[src/rtl/ps2_keyq_pkg.sv]
// Shared constants and types for the PS/2 key event queue.
package ps2_keyq_pkg;

  localparam logic [7:0] PS2_EXT = 8'hE0;
  localparam logic [7:0] PS2_BRK = 8'hF0;

  localparam int EVT_W    = 10;
  localparam int CODE_LSB = 0;
  localparam int EXT_BIT  = 8;
  localparam int BRK_BIT  = 9;

  typedef enum logic [1:0] {
    S_IDLE    = 2'd0,
    S_EXT     = 2'd1,
    S_BRK     = 2'd2,
    S_EXT_BRK = 2'd3
  } dec_state_e;

  // Field order matches EXT_BIT/BRK_BIT/CODE_LSB offsets.
  typedef struct packed {
    logic       brk;
    logic       ext;
    logic [7:0] code;
  } key_evt_t;

endpackage

[src/rtl/keyq_fifo.sv]
// Generic show-ahead register FIFO; head is presented while non-empty, zero otherwise.
module keyq_fifo #(
  parameter int W     = 10,
  parameter int DEPTH = 8,
  parameter int CW    = $clog2(DEPTH) + 1
) (
  input  logic          clk,
  input  logic          rst_n,
  input  logic          i_push,
  input  logic [W-1:0]  i_din,
  input  logic          i_pop,
  output logic [W-1:0]  o_dout,
  output logic [CW-1:0] o_count,
  output logic          o_full,
  output logic          o_empty
);

  localparam int AW = CW - 1;

  logic [W-1:0]  r_mem [DEPTH];
  logic [AW-1:0] r_wptr, r_rptr;
  logic [CW-1:0] r_count;
  logic          w_push, w_pop;

  assign o_empty = (r_count == '0);
  assign o_full  = (r_count == CW'(DEPTH));
  assign w_pop   = i_pop & ~o_empty;
  // A push into a full FIFO only lands when the head leaves in the same cycle.
  assign w_push  = i_push & (~o_full | w_pop);

  always_ff @(posedge clk) begin
    if (w_push) r_mem[r_wptr] <= i_din;
  end

  always_ff @(posedge clk or negedge rst_n) begin
    if (!rst_n) begin
      r_wptr  <= '0;
      r_rptr  <= '0;
      r_count <= '0;
    end else begin
      if (w_push) r_wptr <= r_wptr + 1'b1;
      if (w_pop)  r_rptr <= r_rptr + 1'b1;
      case ({w_push, w_pop})
        2'b10:   r_count <= r_count + 1'b1;
        2'b01:   r_count <= r_count - 1'b1;
        default: r_count <= r_count;
      endcase
    end
  end

  assign o_dout  = o_empty ? '0 : r_mem[r_rptr];
  assign o_count = r_count;

endmodule

[src/rtl/ps2_key_queue.sv]
// PS/2 set-2 prefix decoder feeding a show-ahead key event FIFO.
// Optional held-key bitmap enabled by PS2_KEYQ_HELD_MAP_EN.
module ps2_key_queue
  import ps2_keyq_pkg::*;
#(
  parameter int DEPTH = 8,
  parameter int CW    = $clog2(DEPTH) + 1
) (
  input  logic          CLOCK_50,
  input  logic          resetn,
  input  logic [7:0]    ps2_key_data,
  input  logic          ps2_key_pressed,
  input  logic          evt_ready,
  input  logic          clear_ovf,
  output logic          evt_valid,
  output logic [7:0]    evt_code,
  output logic          evt_ext,
  output logic          evt_break,
  output logic [7:0]    last_key,
  output logic [CW-1:0] count,
  output logic          overflow
`ifdef PS2_KEYQ_HELD_MAP_EN
  ,
  output logic [127:0]  held_map
`endif
);

  dec_state_e r_state, w_state_nxt;
  logic       w_evt;
  key_evt_t   w_evt_data;
  key_evt_t   w_head;
  logic       w_full, w_empty, w_drop;
  logic [7:0] r_last_key;
  logic       r_ovf;

  always_ff @(posedge CLOCK_50 or negedge resetn) begin
    if (!resetn) r_state <= S_IDLE;
    else         r_state <= w_state_nxt;
  end

  // Prefixes accumulate in either order; any other byte closes the event.
  always_comb begin
    w_state_nxt = r_state;
    w_evt       = 1'b0;
    w_evt_data  = '0;
    if (ps2_key_pressed) begin
      case (ps2_key_data)
        PS2_EXT: begin
          if (r_state == S_IDLE)     w_state_nxt = S_EXT;
          else if (r_state == S_BRK) w_state_nxt = S_EXT_BRK;
        end
        PS2_BRK: begin
          if (r_state == S_IDLE)     w_state_nxt = S_BRK;
          else if (r_state == S_EXT) w_state_nxt = S_EXT_BRK;
        end
        default: begin
          w_evt           = 1'b1;
          w_evt_data.code = ps2_key_data;
          w_evt_data.ext  = (r_state == S_EXT) || (r_state == S_EXT_BRK);
          w_evt_data.brk  = (r_state == S_BRK) || (r_state == S_EXT_BRK);
          w_state_nxt     = S_IDLE;
        end
      endcase
    end
  end

  keyq_fifo #(
    .W     (EVT_W),
    .DEPTH (DEPTH),
    .CW    (CW)
  ) u_fifo (
    .clk     (CLOCK_50),
    .rst_n   (resetn),
    .i_push  (w_evt),
    .i_din   (w_evt_data),
    .i_pop   (evt_ready),
    .o_dout  (w_head),
    .o_count (count),
    .o_full  (w_full),
    .o_empty (w_empty)
  );

  // Full implies non-empty, so a raised evt_ready always frees a slot.
  assign w_drop = w_evt & w_full & ~evt_ready;

  always_ff @(posedge CLOCK_50 or negedge resetn) begin
    if (!resetn) begin
      r_last_key <= '0;
      r_ovf      <= 1'b0;
    end else begin
      if (w_evt && !w_evt_data.brk) r_last_key <= w_evt_data.code;
      if (clear_ovf)   r_ovf <= 1'b0;
      else if (w_drop) r_ovf <= 1'b1;
    end
  end

`ifdef PS2_KEYQ_HELD_MAP_EN
  logic [127:0] r_held_map;

  always_ff @(posedge CLOCK_50 or negedge resetn) begin
    if (!resetn) begin
      r_held_map <= '0;
    end else if (w_evt && !w_evt_data.ext && !w_evt_data.code[7]) begin
      r_held_map[w_evt_data.code[6:0]] <= ~w_evt_data.brk;
    end
  end

  assign held_map = r_held_map;
`endif

  assign evt_valid = ~w_empty;
  assign evt_code  = w_head.code;
  assign evt_ext   = w_head.ext;
  assign evt_break = w_head.brk;
  assign last_key  = r_last_key;
  assign overflow  = r_ovf;

endmodule

[config.mk]
export PLATFORM = sky130hd
export DESIGN_NAME = ps2_key_queue
export DESIGN_NICKNAME = d
export VERILOG_FILES = /design/src/rtl/ps2_keyq_pkg.sv /design/src/rtl/keyq_fifo.sv /design/src/rtl/ps2_key_queue.sv
export SDC_FILE = /design/constraint.sdc
export NUM_CORES = 1
export LEC_CHECK = 0
export ABC_AREA = 1
export BUFFER_PORTS_ARGS = -buffer_cell sky130_fd_sc_hd__buf_4
export CORE_MARGIN = 2
export CORE_UTILIZATION = 32
export CTS_BUF_LIST = sky130_fd_sc_hd__clkbuf_16
export DETAILED_ROUTE_END_ITERATION = 10
export SYNTH_ARGS = -nofsm -noshare
export SYNTH_HDL_FRONTEND = slang
export SYNTH_SLANG_ARGS = --single-unit
[constraint.sdc]
create_clock -name CLOCK_50 -period 3.72 [get_ports CLOCK_50]
set_input_delay 0.186 -clock CLOCK_50 [delete_from_list [all_inputs] [get_ports CLOCK_50]]
set_output_delay 0.186 -clock CLOCK_50 [all_outputs]
set_load 0.03 [all_outputs]
After elaboration in Yosys (flattened, before gate mapping)

Memory sizes are Yosys's and may differ from the RTL's.
Index checks and enable logic that the tools add are counted.
Widths: inputs -> output; s select.

Memories: 1
Output and inout port bits: 24
Bits in registers: 21
Memory bits (writable): 80
Word-level logic and storage cells: 54

Add/subtract/negate cells: 4
Reduce and logical (&&, ||, !) cells: 10
Mux-type cells: 15
Bitwise operators: 8
Eq/ne operators: 10

Memory list:

| name         | words | width | read ports | clocked after Yosys merged registers in | write ports | RTL line        | text |
|---|---|---|---|---|---|---|---|
| u_fifo.r_mem | 8     | 10    | 1          | 0                                       | 1           | keyq_fifo.sv:20 | `logic [W-1:0] r_mem [DEPTH];` |

Operator list:

| cell                | count |
|---|---|
| $mux 10             | 3 |
| $eq 8x8->1 const B  | 2 |
| $mux 2              | 4 |
| $pmux 4 s2          | 1 |
| $add 3x1->3 const B | 2 |
| $eq 2x2->1 const B  | 3 |
| $mux 1              | 6 |
| $ne 3x3->1 const B  | 2 |
| $add 4x1->4 const B | 1 |
| $and 1x1->1         | 4 |
| $eq 2x1->1 const B  | 2 |
| $eq 4x4->1 const B  | 1 |
| $logic_not 4->1     | 1 |
| $pmux 2 s2          | 1 |
| $reduce_bool 2->1   | 2 |
| $sub 4x1->4 const B | 1 |
| $not 1->1           | 3 |
| $reduce_and 3->1    | 1 |
| $logic_not 2->1     | 1 |
| $logic_or 1x1->1    | 2 |
| $reduce_or 2->1     | 1 |
| $logic_and 1x1->1   | 1 |
| $logic_not 1->1     | 1 |
| $or 1x1->1          | 1 |

Longest topological paths before layout

Depth after elaboration: 8
Depth in mapped cells: 16

Cells and area by module

A second synthesis with hierarchy kept.

Cells, all modules: 417
Area, all modules: 4416.7 µm²

Modules (own cells, without submodules):

| module        | times used | cells each | sequential area each (µm²) | area an instance (µm²) |
|---|---|---|---|---|
| keyq_fifo     | 1          | 320        | 2652.5                     | 3744.8 |
| ps2_key_queue | 1          | 97         | 275.3                      | 671.9 |

Worst setup path after synthesis

OpenSTA, ideal clock, no wires.

Path kind: reg2out
Start point: reg u_fifo.r_count[0], in the netlist u_fifo.o_count[0]
End point: out evt_break
Slack: 1.712 ns
Cell stages (with the launch flop): 6
Data arrival time: 1.822 ns
Path through: dfrtp_1 nor3_4 nand2_2 clkbuf_1 o21ai_0 nor2_1

Cells in the longest elaborated chain, start to end: 2

RTL lines:

| what                     | RTL line            | text |
|---|---|---|
| start: declaration       | keyq_fifo.sv:22     | `logic [CW-1:0] r_count;` |
| start signal: assignment | keyq_fifo.sv:44     | `2'b10: r_count <= r_count + 1'b1;` |
| start signal: assignment | keyq_fifo.sv:45     | `2'b01: r_count <= r_count - 1'b1;` |
| start signal: assignment | keyq_fifo.sv:46     | `default: r_count <= r_count;` |
| $logic_not 4->1          | keyq_fifo.sv:25     | `assign o_empty = (r_count == '0);` |
| $mux 10                  | keyq_fifo.sv:51     | `assign o_dout = o_empty ? '0 : r_mem[r_rptr];` |
| end: declaration         | ps2_key_queue.sv:18 | `output logic evt_break,` |

No other way between the ends.

Worst setup path in the final report

Start point: reg u_fifo.r_rptr[0]
End point: out evt_ext

Cells in the longest elaborated chain, start to end: 2

RTL lines:

| what                     | RTL line            | text |
|---|---|---|
| start: declaration       | keyq_fifo.sv:21     | `logic [AW-1:0] r_wptr, r_rptr;` |
| start signal: assignment | keyq_fifo.sv:42     | `if (w_pop) r_rptr <= r_rptr + 1'b1;` |
| $mem_v2 8x10             | --                  |  |
| $mux 10                  | keyq_fifo.sv:51     |  |
| end: declaration         | ps2_key_queue.sv:17 | `output logic evt_ext,` |

No other way between the ends.

==> impl_summary.txt <==
----------------------------------------------------
[Synth]
  Syn nets ... 407
  Largest area contributor in the netlist ... sky130_fd_sc_hd__edfxtp_1
  Cells after Synth ... 391
  Post-synth design cell area ... 4330 um^2
  Number of synthesized flops with an enable pin ... 80
  Number of distinct library cells after synthesis ... 26
  Synthesis-stage register bit count ... 101
  Async set or reset register ratio after synthesis ... 20.8%
  Share of synthesized area occupied by flip-flops and latches ... 67.6%
  Synthesis Warnings ... 0
  Average instance area after synthesis ... 11.1 um^2
  Fraction of synthesized cell area taken by the top area cell type ... 55.4%
  Dominant synthesized flop cell ... sky130_fd_sc_hd__edfxtp_1
  Leading cell types by total area after synthesis ... sky130_fd_sc_hd__edfxtp_1, sky130_fd_sc_hd__dfrtp_1, sky130_fd_sc_hd__nor2_1

[Place]
  Buffers on Ports ... 36
  Detail Placement HPWL ... 6.29 mm
  Routability Congestion ... 0.759
  Setup Slack @ Placement ... 1.26 ns

[GRT]
  Maximum number of pins on one net before global-route repair ... 42
  M2 GR Usage ... 21.6%
  Vias in the first global route ... 2842
  Met1 track demand over resource in global routing ... 18.5%
  Initial antenna violation count ... 0
  Total global routing overflow ... 0
  GRT Max-Usage Layer ... met2
  Total global routing track utilization ... 13.4%
  Global-route wire length before repair ... 14.9 mm
  Met3 demand-to-capacity share in global routing ... 2.74%

[Layout]
  Area taken by multi-input logic gates ... 1210 um^2
  Combined flip-flop and latch cell area ... 2930 um^2
  Fillers ... 1312
  Area Growth Syn to Fin ... 17.6%
  Leading cell types in the layout, fill and taps excluded ... sky130_fd_sc_hd__nor2_1, sky130_fd_sc_hd__edfxtp_1, sky130_fd_sc_hd__nand2_1
  Final layout net count ... 443
  Antenna cell count ... 0
  Most frequent standard cell in the layout excluding fill and tap cells ... sky130_fd_sc_hd__nor2_1
  Share of cells above drive strength 1 ... 17.4%

[Routing]
  Antenna-violating nets left ... 0
  Vias post-DR ... 2879
  Routed wire length ... 9.26 mm
  Detail-routed via count per cell ... 4.74
  Detail-routed net length per standard cell ... 15.2 um
  Residual DRC count ... 0
  Detailed router's first-iteration violation count ... 185
  Detailed-router iteration count before antenna repair ... 5

[Power]
  Pwr per Cell Area ... 793 nW/um^2
  Total Power ... 4.04 mW
  VDD IR-drop max ... 0.242 mV
  Leakage power ... 1.97 nW

[Setup path]
  Cells along the critical path ... inv_1 > buf_4 > nor2_1 > o32ai_1 > o21ai_0 > nor2_1 > buf_4
  Number of cells on the worst reg-to-reg path ... 5
  Worst path arrival time ... 2.34 ns
  Highest fanout seen on the critical path ... 24
  Setup slack of the most critical reg-to-reg path ... 1.47 ns
  Delay of the slowest cell on the worst path ... 0.44 ns
  Worst path required time ... 3.53 ns
  Critical path startpoint category ... register
  Setup Crit Path Kind ... register to primary output
  Element type at the critical path end ... primary output
  Slowest cell on the critical path ... sky130_fd_sc_hd__inv_1
  Critical Path Sink ... evt_ext
  Reg-to-Reg End ... u_fifo.r_mem[4][3]
  Crit path from ... u_fifo.r_rptr[0]
  Startpoint of the worst-slack reg-to-reg timing path ... u_fifo.o_count[2]

[Clocking]
  Number of buffers created by CTS ... 9
  Post-cts resize count ... 0
  CTS tree ... yes
  Num Clock Sinks ... 101
  CTS Root Buffer Type ... sky130_fd_sc_hd__clkbuf_16
  Clock-pin transition on the worst setup and hold timing paths ... 0.07 ns
  Max Root-Sink Buffers ... 2
  # H-tree levels ... 3
  Insertion delay of the later-clocked pin in the worst-skew pair ... 0.34 ns

[STA]
  Count of pins over their slew limit ... 0
  Final hold vios ... 0
  Worst slew slack as a fraction of its limit ... 26.0%
  Max Freq ... 0.396 GHz
  Tightest Pin Transition ... 1.11 ns
  Worst Clk Skew ... 0.00971 ns
  Post-route clock period utilization ... 67.8%
  Summed negative setup slack over all endpoints ... 0 ns
  Fin worst setup slack ... 1.20 ns
  Unrepaired setup endpoints after global routing ... no
  Time the worst path needs with I/O delays and setup ... 2.52 ns
  Setup violators final ... 0
  Hold slack ... 0.134 ns

[Floorplan]
  Die area ... 14500 um^2
  Number of rows in the core area ... 42
  Die Width ... 120 um
  Initial core utilization ... 32.7%
  Core Region ... 13200 um^2
  Total I/O pin count ... 37
  Die Height ... 120 um

[Job]
  Count of max-cap constraint violations ... 0

[Status]
  Run status ... finished, final reports clean

[Min path]
  Cell depth of the worst hold path ... 3
  Hold/Removal Path Class ... input pin to register

----------------------------------------------------
-- critical path: cells and delay by family, from the launching register on --
family / cells / cell delay (ns)
compound gates: 2 / 0.44
buf+inv: 3 / 0.98
flops: 1 / 0.38
simple gates: 2 / 0.20
-- area by class of cell --
| class | instances | share of cell area, % |
|---|---|---|
| sequential | 101 | 57.5 |
| multi-input combinational | 244 | 23.7 |
| timing repair buffer | 42 | 6.29 |
| clock buffer | 9 | 4.42 |
| tap | 176 | 4.32 |
| inverter | 29 | 2.19 |
| clock inverter | 7 | 1.57 |
-- registers in the layout, indices dropped and copies added (netlist names) --
register        cells
last_key            8
overflow            1
r_state             2
u_fifo.o_count      4
u_fifo.r_mem       80
u_fifo.r_rptr       3
u_fifo.r_wptr       3
-- power by group --
part / internal (mW) / total, mW / switching [mW] / leakage, nW
Sequential: 1.42 / 1.55 / 0.137 / 0.996
Combinational: 0.510 / 1.54 / 1.03 / 0.834
Clock: 0.530 / 0.945 / 0.415 / 0.143
Total: 2.46 / 4.04 / 1.59 / 1.97
-- cells in the mapped netlist (2+ instances only) --
library cell and instances:
sky130_fd_sc_hd__inv_2 4, sky130_fd_sc_hd__xor2_1 4, sky130_fd_sc_hd__nand2_4 2, sky130_fd_sc_hd__o21ai_1 4, sky130_fd_sc_hd__o32ai_1 20, sky130_fd_sc_hd__clkbuf_1 9
sky130_fd_sc_hd__nand2_1 48, sky130_fd_sc_hd__ha_1 3, sky130_fd_sc_hd__edfxtp_1 80, sky130_fd_sc_hd__o21ai_0 40, sky130_fd_sc_hd__nor2_1 100, sky130_fd_sc_hd__nand3_1 8
sky130_fd_sc_hd__a21oi_1 2, sky130_fd_sc_hd__buf_2 4, sky130_fd_sc_hd__dfrtp_1 21, sky130_fd_sc_hd__inv_1 24, sky130_fd_sc_hd__nand2_2 7, sky130_fd_sc_hd__buf_1 2
sky130_fd_sc_hd__buf_6 2
-- per-layer routing --
metal | part of all wire (%) | vias to the layer above
met1 | 46 | 1384
li1 | - | 1414
met3 | 6.1 | 7
met5 | 0 | -
met4 | 0.63 | 0
met2 | 47 | 74
-- per-stage QoR --
stage               util, %  cell area, um^2  instances
finish                 38.5             5090        608
global placement       36.0             4770        590
global route           38.5             5090        608
floorplan                 -             4330        391
detailed placement     36.0             4770        590
CTS                    38.5             5090        608
-- how the worst min path moves through the flow --
| stage | start | end | slack, ns |
|---|---|---|---|
| global route | ps2_key_data[3] | last_key[3] | 0.15 |
| floorplan | resetn | last_key[0] | -0.11 |
| detailed placement | resetn | last_key[4] | 0.10 |
| CTS | ps2_key_data[2] | last_key[2] | 0.13 |
| finish | ps2_key_data[2] | last_key[2] | 0.13 |
| global placement | resetn | u_fifo.o_count[2] | 0.09 |
-- what timing repair did --
action,4_1_cts,5_1_grt
hold buffers,2,0
hold endpoints to repair,22,0
setup buffers,0,0
-- cell families (layout without fill, tap and decap cells) --
group	Yosys count	count (layout)	synth area share, %
and+or+nand+nor	170	170	16.7
DFF	101	101	67.6
adders and majority gates	3	3	0.866
AOI/OAI and AO/OA	67	67	9.50
xor gates and xnor gates	4	4	0.808
buffers and inverters	46	87	4.50
Note: power is estimated with default switching activity, not from simulation.
